===== config.mk =====
export PLATFORM = sky130hd
export DESIGN_NAME = mult_rr_scheduler
export DESIGN_NICKNAME = d
export VERILOG_FILES = /design/src/rtl/mult_rr_scheduler.sv
export SDC_FILE = /design/constraint.sdc
export NUM_CORES = 1
export LEC_CHECK = 0
export CORE_MARGIN = 2
export CORE_UTILIZATION = 45
export DETAILED_ROUTE_END_ITERATION = 8
export PLACE_DENSITY = 0.72
export SLEW_MARGIN = 20
export SYNTH_ARGS = -nofsm -noshare
export SYNTH_HDL_FRONTEND = slang
export SYNTH_SLANG_ARGS = --single-unit

===== constraint.sdc =====
create_clock -name clk -period 3.3 [get_ports clk]
set_input_delay 0.66 -clock clk [delete_from_list [all_inputs] [get_ports clk]]
set_output_delay 0.66 -clock clk [all_outputs]
set_load 0.02 [all_outputs]

===== src/rtl/mult_rr_scheduler.sv =====
`default_nettype none
// ============================================================================
// Module      : mult_rr_scheduler
// Description : Round-robin arbiter that shares one unsigned shift-add
//               multiplier among NREQ valid/ready requesters. It performs one
//               operation at a time and returns the product tagged with the
//               index of the requester that issued it.
// Revision    : 1.0 - initial release
// ============================================================================
module mult_rr_scheduler #(
    parameter int NREQ  = 4,
    parameter int WIDTH = 4,
    parameter int IDW   = 2
) (
    input  logic                    clk,
    input  logic                    rst,
    input  logic [NREQ-1:0]         req_valid,
    input  logic [NREQ*WIDTH-1:0]   req_a,
    input  logic [NREQ*WIDTH-1:0]   req_b,
    output logic [NREQ-1:0]         req_ready,
    output logic                    rsp_valid,
    output logic [IDW-1:0]          rsp_id,
    output logic [2*WIDTH-1:0]      rsp_prod,
    output logic                    busy
);

    localparam int CNTW = (WIDTH > 1) ? $clog2(WIDTH) : 1;

    typedef enum logic [1:0] {
        ST_IDLE = 2'd0,
        ST_CALC = 2'd1,
        ST_DONE = 2'd2
    } state_t;

    state_t             state_q,     state_d;
    logic [IDW-1:0]     rr_ptr_q,    rr_ptr_d;
    logic [WIDTH-1:0]   a_q,         a_d;
    logic [WIDTH-1:0]   b_q,         b_d;
    logic [IDW-1:0]     id_q,        id_d;
    logic [2*WIDTH-1:0] acc_q,       acc_d;
    logic [CNTW-1:0]    cnt_q,       cnt_d;
    logic               rsp_valid_q, rsp_valid_d;
    logic [IDW-1:0]     rsp_id_q,    rsp_id_d;
    logic [2*WIDTH-1:0] rsp_prod_q,  rsp_prod_d;

    logic               w_found;
    logic [IDW-1:0]     w_sel_id;
    logic [IDW-1:0]     w_next_ptr;
    logic [IDW:0]       w_idx;
    logic [NREQ-1:0]    w_grant;

    // Round-robin search: first valid requester at or after rr_ptr, wrapping
    always_comb begin
        w_found    = 1'b0;
        w_sel_id   = '0;
        w_idx      = '0;
        w_grant    = '0;
        w_next_ptr = '0;
        for (int k = 0; k < NREQ; k++) begin
            w_idx = {1'b0, rr_ptr_q} + (IDW+1)'(k);
            if (w_idx >= (IDW+1)'(NREQ)) begin
                w_idx = w_idx - (IDW+1)'(NREQ);
            end
            if (!w_found && req_valid[w_idx]) begin
                w_found  = 1'b1;
                w_sel_id = w_idx[IDW-1:0];
            end
        end
        w_grant[w_sel_id] = w_found;
        // Pointer moves to the requester just after the one granted
        w_next_ptr = (w_sel_id == IDW'(NREQ-1)) ? '0 : w_sel_id + 1'b1;
    end

    // Next-state, datapath and response update for the IDLE/CALC/DONE sequence
    always_comb begin
        state_d     = state_q;
        rr_ptr_d    = rr_ptr_q;
        a_d         = a_q;
        b_d         = b_q;
        id_d        = id_q;
        acc_d       = acc_q;
        cnt_d       = cnt_q;
        rsp_valid_d = 1'b0;
        rsp_id_d    = rsp_id_q;
        rsp_prod_d  = rsp_prod_q;
        case (state_q)
            ST_IDLE: begin
                if (w_found) begin
                    a_d      = req_a[w_sel_id*WIDTH +: WIDTH];
                    b_d      = req_b[w_sel_id*WIDTH +: WIDTH];
                    id_d     = w_sel_id;
                    acc_d    = '0;
                    cnt_d    = '0;
                    rr_ptr_d = w_next_ptr;
                    state_d  = ST_CALC;
                end
            end
            ST_CALC: begin
                if (b_q[cnt_q]) begin
                    acc_d = acc_q + ({{WIDTH{1'b0}}, a_q} << cnt_q);
                end
                cnt_d = cnt_q + 1'b1;
                // The response registers load on the last step so the pulse
                // coincides exactly with the DONE cycle
                if (cnt_q == CNTW'(WIDTH-1)) begin
                    state_d     = ST_DONE;
                    rsp_valid_d = 1'b1;
                    rsp_prod_d  = acc_d;
                    rsp_id_d    = id_q;
                end
            end
            ST_DONE: begin
                state_d = ST_IDLE;
            end
            default: begin
                state_d = ST_IDLE;
            end
        endcase
    end

    // State and datapath registers with synchronous reset
    always_ff @(posedge clk) begin
        if (rst) begin
            state_q     <= ST_IDLE;
            rr_ptr_q    <= '0;
            a_q         <= '0;
            b_q         <= '0;
            id_q        <= '0;
            acc_q       <= '0;
            cnt_q       <= '0;
            rsp_valid_q <= 1'b0;
            rsp_id_q    <= '0;
            rsp_prod_q  <= '0;
        end else begin
            state_q     <= state_d;
            rr_ptr_q    <= rr_ptr_d;
            a_q         <= a_d;
            b_q         <= b_d;
            id_q        <= id_d;
            acc_q       <= acc_d;
            cnt_q       <= cnt_d;
            rsp_valid_q <= rsp_valid_d;
            rsp_id_q    <= rsp_id_d;
            rsp_prod_q  <= rsp_prod_d;
        end
    end

    // Outputs; handshake and status are masked while reset is asserted so an
    // abandoned operation can never be observed
    always_comb begin
        req_ready = (state_q == ST_IDLE && !rst) ? w_grant : '0;
        rsp_valid = rsp_valid_q && !rst;
        rsp_id    = rsp_id_q;
        rsp_prod  = rsp_prod_q;
        busy      = (state_q != ST_IDLE) && !rst;
    end

endmodule
`default_nettype wire


# [Word-level counts from Yosys, hierarchy flattened]
# Index checks and enable logic that the tools add are counted.
[totals] register_bits=35 in_bits=38 output_inout_bits=16 word_cells=95
[op_classes] addsub=10 order_cmp=11 n_eq_ne=5 shift=3 n_mux=35 bitwise=2 reduce_logical=19
[ops] operator="$shiftx 16x5->4" n=2
[ops] operator="$mux 2" n=8
[ops] operator="$mux 8" n=2
[ops] operator="$pmux 8 s2" n=1
[ops] operator="$lt 3x3->1 const B" n=4
[ops] operator="$mux 3" n=4
[ops] operator="$mux 1" n=11
[ops] operator="$bmux 1 s2" n=5
[ops] operator="$ge 3x3->1 const B" n=3
[ops] operator="$sub 3x3->3 const B" n=3
[ops] operator="$add 8x8->8" n=1
[ops] operator="$pmux 2 s2" n=2
[ops] operator="$reduce_and 2->1" n=4
[ops] operator="$shl 4x2->8" n=1
[ops] operator="$logic_and 1x1->1" n=7
[ops] operator="$add 2x2->3 const B" n=2
[ops] operator="$lt 2x3->1 const B" n=2
[ops] operator="$add 2x1->2 const B" n=2
[ops] operator="$and 4x4->4" n=1
[ops] operator="$eq 2x2->1 const B" n=2
[ops] operator="$logic_not 1->1" n=4
[ops] operator="$mux 4" n=1
[ops] operator="$ne 2x2->1 const B" n=2
[ops] operator="$reduce_bool 2->1" n=2
[ops] operator="9 further kinds" n=9

# [Longest topological paths before layout]
[logic_depth] ltp_word=20 mapped_depth=9 mapped_depth_nobuf=8

# [Least setup slack after synthesis]
# No wires, ideal clock.
[synth_path] path_type="input to output" startpoint="in req_valid[0]" endpoint="out req_ready[1]" t_arrival_ps=1943 t_required_ps=2640 path_slack_ps=697 cell_stages=8 path_buffers=2 cell_sequence="nor2b_1 -> o21ba_1 -> a211o_1 -> buf_6 -> buf_12 -> inv_2 -> ha_1 -> and3_1"
[synth_via] elab_chain_len=18
[synth_rtl] element="start, declared" line="17" text="input logic [NREQ-1:0] req_valid,"
[synth_rtl] element="$bmux 1 s2" line="64" text="if (!w_found && req_valid[w_idx]) begin"
[synth_rtl] element="$mux 1 (not written as such)" line="64"
[synth_rtl] element="$mux 1" line="64"
[synth_rtl] element="$logic_not 1->1" line="64"
[synth_rtl] element="$logic_and 1x1->1" line="64"
[synth_rtl] element="$mux 1" line="64"
[synth_rtl] element="$logic_not 1->1" line="64"
[synth_rtl] element="$logic_and 1x1->1" line="64"
[synth_rtl] element="[... 3 more ...]"
[synth_rtl] element="$mux 2 (*)" line="64"
[synth_rtl] element="named net w_sel_id[0]" line="47" text="logic [IDW-1:0] w_sel_id;"
[synth_rtl] element="$lt 2x3->1 (not written as such) or $ge 2x1->1 (tied branches)" line="69" text="w_grant[w_sel_id] = w_found;"
[synth_rtl] element="$logic_and 1x1->1 (not written as such)" line="69"
[synth_rtl] element="$mux 1 (not written as such)" line="69"
[synth_rtl] element="$demux 1 s2 (*)" line="69"
[synth_rtl] element="$and 4x4->4 (no line) (*)"
[synth_rtl] element="$mux 4 (*)" line="151" text="req_ready = (state_q == ST_IDLE && !rst) ? w_grant : '0;"
[synth_rtl] element="end, declared" line="20" text="output logic [NREQ-1:0] req_ready,"
# Mark *: on every way through the listed nets, which the timed path passes. The rest lies on a longest branch. The select of a mux whose other input is x is not followed.

# [Worst setup path in the final report]
[layout_path] startpoint="in req_valid[2]" endpoint="out req_ready[1]"
# The elaborated chain is that of the path after synthesis.

==> out/summary.md <==
The run finished with clean final reports. The clock arrives with 4.97 ps of skew. On the critical path, the stage with the largest delay is an instance of sky130_fd_sc_hd__clkdlybuf4s50_1. The area growth from synthesis to layout came out at 31.8%. Final period utilization: 0.968. The worst hold path was traced through 2 stages. Data arrives at the worst endpoint at 2530 ps. In this run, post-CTS repair resized a total of 5 instances.

The number of diodes added for antenna fixing came out at 0. The floorplan step set the die width to 73.2 microns. Buffers inserted during clock tree synthesis total 5.

The remaining max-slew budget at the tightest pin came out at 0.510. Setup repair after global routing left no endpoint under its margin. In this run, placement finished with an instance count of 345. The final route contains 1900 vias.

The tools report the final-report max-slew violation count as 0. The die area is 0.00535 sq mm, and the total wire length is 4.70 mm. Buffers placed on the I/O ports in this run total 53. When the netlist entered floorplanning its net count stood at 288.

Setup total negative slack on the finished layout was measured at 0 ps. Leaving out fill and tap cells, the most frequent cell in the layout is sky130_fd_sc_hd__clkdlybuf4s50_1. The min-delay analysis places its worst path in the category register to register.

The logs give 0 for the final count of hold timing violations and 54 for the boundary pin count. The half-perimeter wire length after detailed placement came out at 3.58 mm. The worst setup path category is input pin to primary output. Yosys printed 0 warnings. For the worst flop-to-flop path, the logic depth is 8.

The final core utilization was 0.609. Walking the worst path, the cells encountered are clkdlybuf4s50_1, nor2b_1, o21ba_1, a211o_1, inv_2, ha_1, and3_1, dlygate4sd2_1. Hold repair after CTS inserted 0 buffers. The site row count was 25. For this run, design rule violations remaining after detail routing come to 0. The synthesized netlist occupies a cell area of 0.00215 sq mm.

TritonCTS built the clock tree. The starting density of the core was 0.462. The run gives 0.325 as the sequential fraction of the synthesis area. The worst setup path is captured at a primary output.

Data on the critical path is required at its endpoint by 2640 ps. The average detailed-routed wire length per instance was 13.3 microns. The H-tree generated during clock tree synthesis spans 2 levels. The number of distinct standard cells referenced by the synthesized netlist was 46; the shortest period the worst path allows was 3190 ps. For this design the static power due to leakage is 1.20 nW.

The vertical extent of the die came out at 73.2 microns. The proportion of layout cells with a drive suffix above 1 works out to 0.100. After clock tree synthesis, the clock-pin slew on the worst setup and hold paths is 70 ps.

The final layout contains 349 nets. Setup violations remaining at the end of the flow were counted as 0. Counting the fill cells in the layout gives 425.

In this design, the stage delay of the slowest critical-path cell is 480 ps. The max-cap check violation count came out at 0. In this run the worst path has a maximum fanout of 5. After the first detailed-routing iteration, the DRC count stood at 71. The first-pass GRT wire length came out at 8.25 mm. The congestion estimate from routability-driven global placement came to 0.821. The footprint of the multi-input gates is 0.00133 sq mm. Entering global routing, the biggest net connects 21 pins. In the routed layout, each cell is associated on average with a via count of 5.38. Peak clock frequency supported by timing: 313 MHz.

The tools report the root buffer cell as sky130_fd_sc_hd__clkbuf_8. The post-layout instance count excluding filler cells was 353; the via count of the first global-routing pass was 1842. The total track usage was 0.199; the count of state elements after synthesis was 35. The number of antenna violations at the first check in global routing was 0; the number of nets with antenna violations after routing was 0. The mean cell area of the mapped netlist works out to 9.09 sq um.

After floorplanning, the core was sized to cover 0.00466 sq mm. The worst register-to-register path has a setup slack of 630 ps. The cell area power density is 385 mW/mm^2.

The number of standard cells after synthesis was 237; the worst hold margin was 456 ps. Clock tree synthesis found a total of 35 sinks. The total overflow left after global routing is 0. For the worst-skew pair, the clock arrives at the later sink with an insertion delay of 290 ps.

The type of element launching the critical path is an input pin. Area taken by flip-flops and latches: 701 sq um. The longest clock path from root to sink contains 2 buffers. Leaving out fill and tap cells, the most frequent cells in the layout are sky130_fd_sc_hd__clkdlybuf4s50_1, sky130_fd_sc_hd__dfxtp_1, sky130_fd_sc_hd__mux2i_1, sky130_fd_sc_hd__nor2_1, sky130_fd_sc_hd__a21oi_1. The tools report the worst-case vdd ir drop as 0.144 mV.

The slew of the pin with the lowest slew margin was 733 ps; the number of buffers added for setup after CTS was 0. The pre-antenna-repair detailed-routing pass consisted of 4 iterations.
-- critical path: cells and delay by family --
family / cells / cell delay (ps)
adder cells (fa/ha/maj): 1 / 140
AO/OA/AOI/OAI: 2 / 520
buffers and inverters: 3 / 910
AND/OR/NAND/NOR: 2 / 310
-- cells in the mapped netlist (all sizes together) --
cell	instances	area (sq um)
clkbuf	6	22.5
a311oi	3	50.1
a211oi	2	15.0
and2	3	21.3
nor3b	1	7.51
o21ai	12	60.1
and3	6	37.5
nand2	19	71.3
mux2i	24	240
xor2	2	17.5
a22oi	4	30.0
nand2b	4	40.0
nor2b	5	31.3
dfxtp	35	701
buf	7	75.1
a21oi	20	100
o2111ai	1	8.76
o221ai	8	70.1
a21o	3	22.5
o211ai	1	7.51
o21a	1	7.51
nand3	11	55.1
inv	7	26.3
nor2	22	98.9
nor4b	1	8.76
o21ba	1	10.0
nand3b	2	15.0
mux4	1	22.5
ha	12	150
fa	1	20.0
o21bai	1	7.51
a221oi	1	8.76
xnor2	3	26.3
a31oi	4	25.0
o22ai	1	6.26
a211o	1	8.76
o41ai	1	27.5
-- power by group --
group | switching, mW | total [mW] | internal (mW)
Clock | 0.147 | 0.294 | 0.148
Combinational | 0.157 | 0.322 | 0.165
Sequential | 0.0259 | 0.476 | 0.451
Total | 0.330 | 1.09 | 0.763
-- state kept, by name, indices dropped and copies added (netlist names) --
name,cells
rsp_prod,8
state_q,2
id_q,2
rsp_id,2
acc_q,8
b_q,4
a_q,4
rr_ptr_q,2
cnt_q,2
rsp_valid_q,1
-- cell type report --
class,instances,share of cell area
Multi-Input combinational cell,182,0.469
Sequential cell,35,0.247
Timing Repair Buffer,67,0.222
Clock buffer,7,0.0269
Tap cell,54,0.0238
Inverter,7,0.00926
Clock inverter,1,0.00176
-- per-layer routing --
layer,part of all wire,track usage
met1,0.46,0.259
met2,0.47,0.309
met3,0.056,0.0649
met4,0.016,0.0638
met5,0,0
-- per-stage QoR --
stage | area [sq um] | worst slack (ps) | total power [mW]
after global routing | 2840 | 13.4 | 1.16
after CTS | 2840 | 103 | 1.10
after global placement | 2760 | -107 | 0.802
after detailed placement | 2760 | -171 | 0.809
final | 2840 | 105 | 1.09
after floorplan | 2150 | 697 | 0.709
-- cell families after synthesis --
kind of cell | Yosys count | synth area share
and+or+nand+nor | 74 | 0.180
adders and majority gates | 13 | 0.0790
buffers and inverters | 20 | 0.0575
muxes | 25 | 0.122
xor gates and xnor gates | 5 | 0.0203
AOI/OAI and AO/OA | 65 | 0.216
DFF | 35 | 0.325
-- worst paths after layout --
| kind | startpoint | to |
|---|---|---|
| worst min register to register | rsp_id[0] | rsp_id[0] |
| worst min-delay path | rsp_id[0] | rsp_id[0] |
| worst max-delay path | req_valid[2] | req_ready[1] |
| worst max register to register | cnt_q[0] | acc_q[7] |
Power figures use the tool's default switching activity.
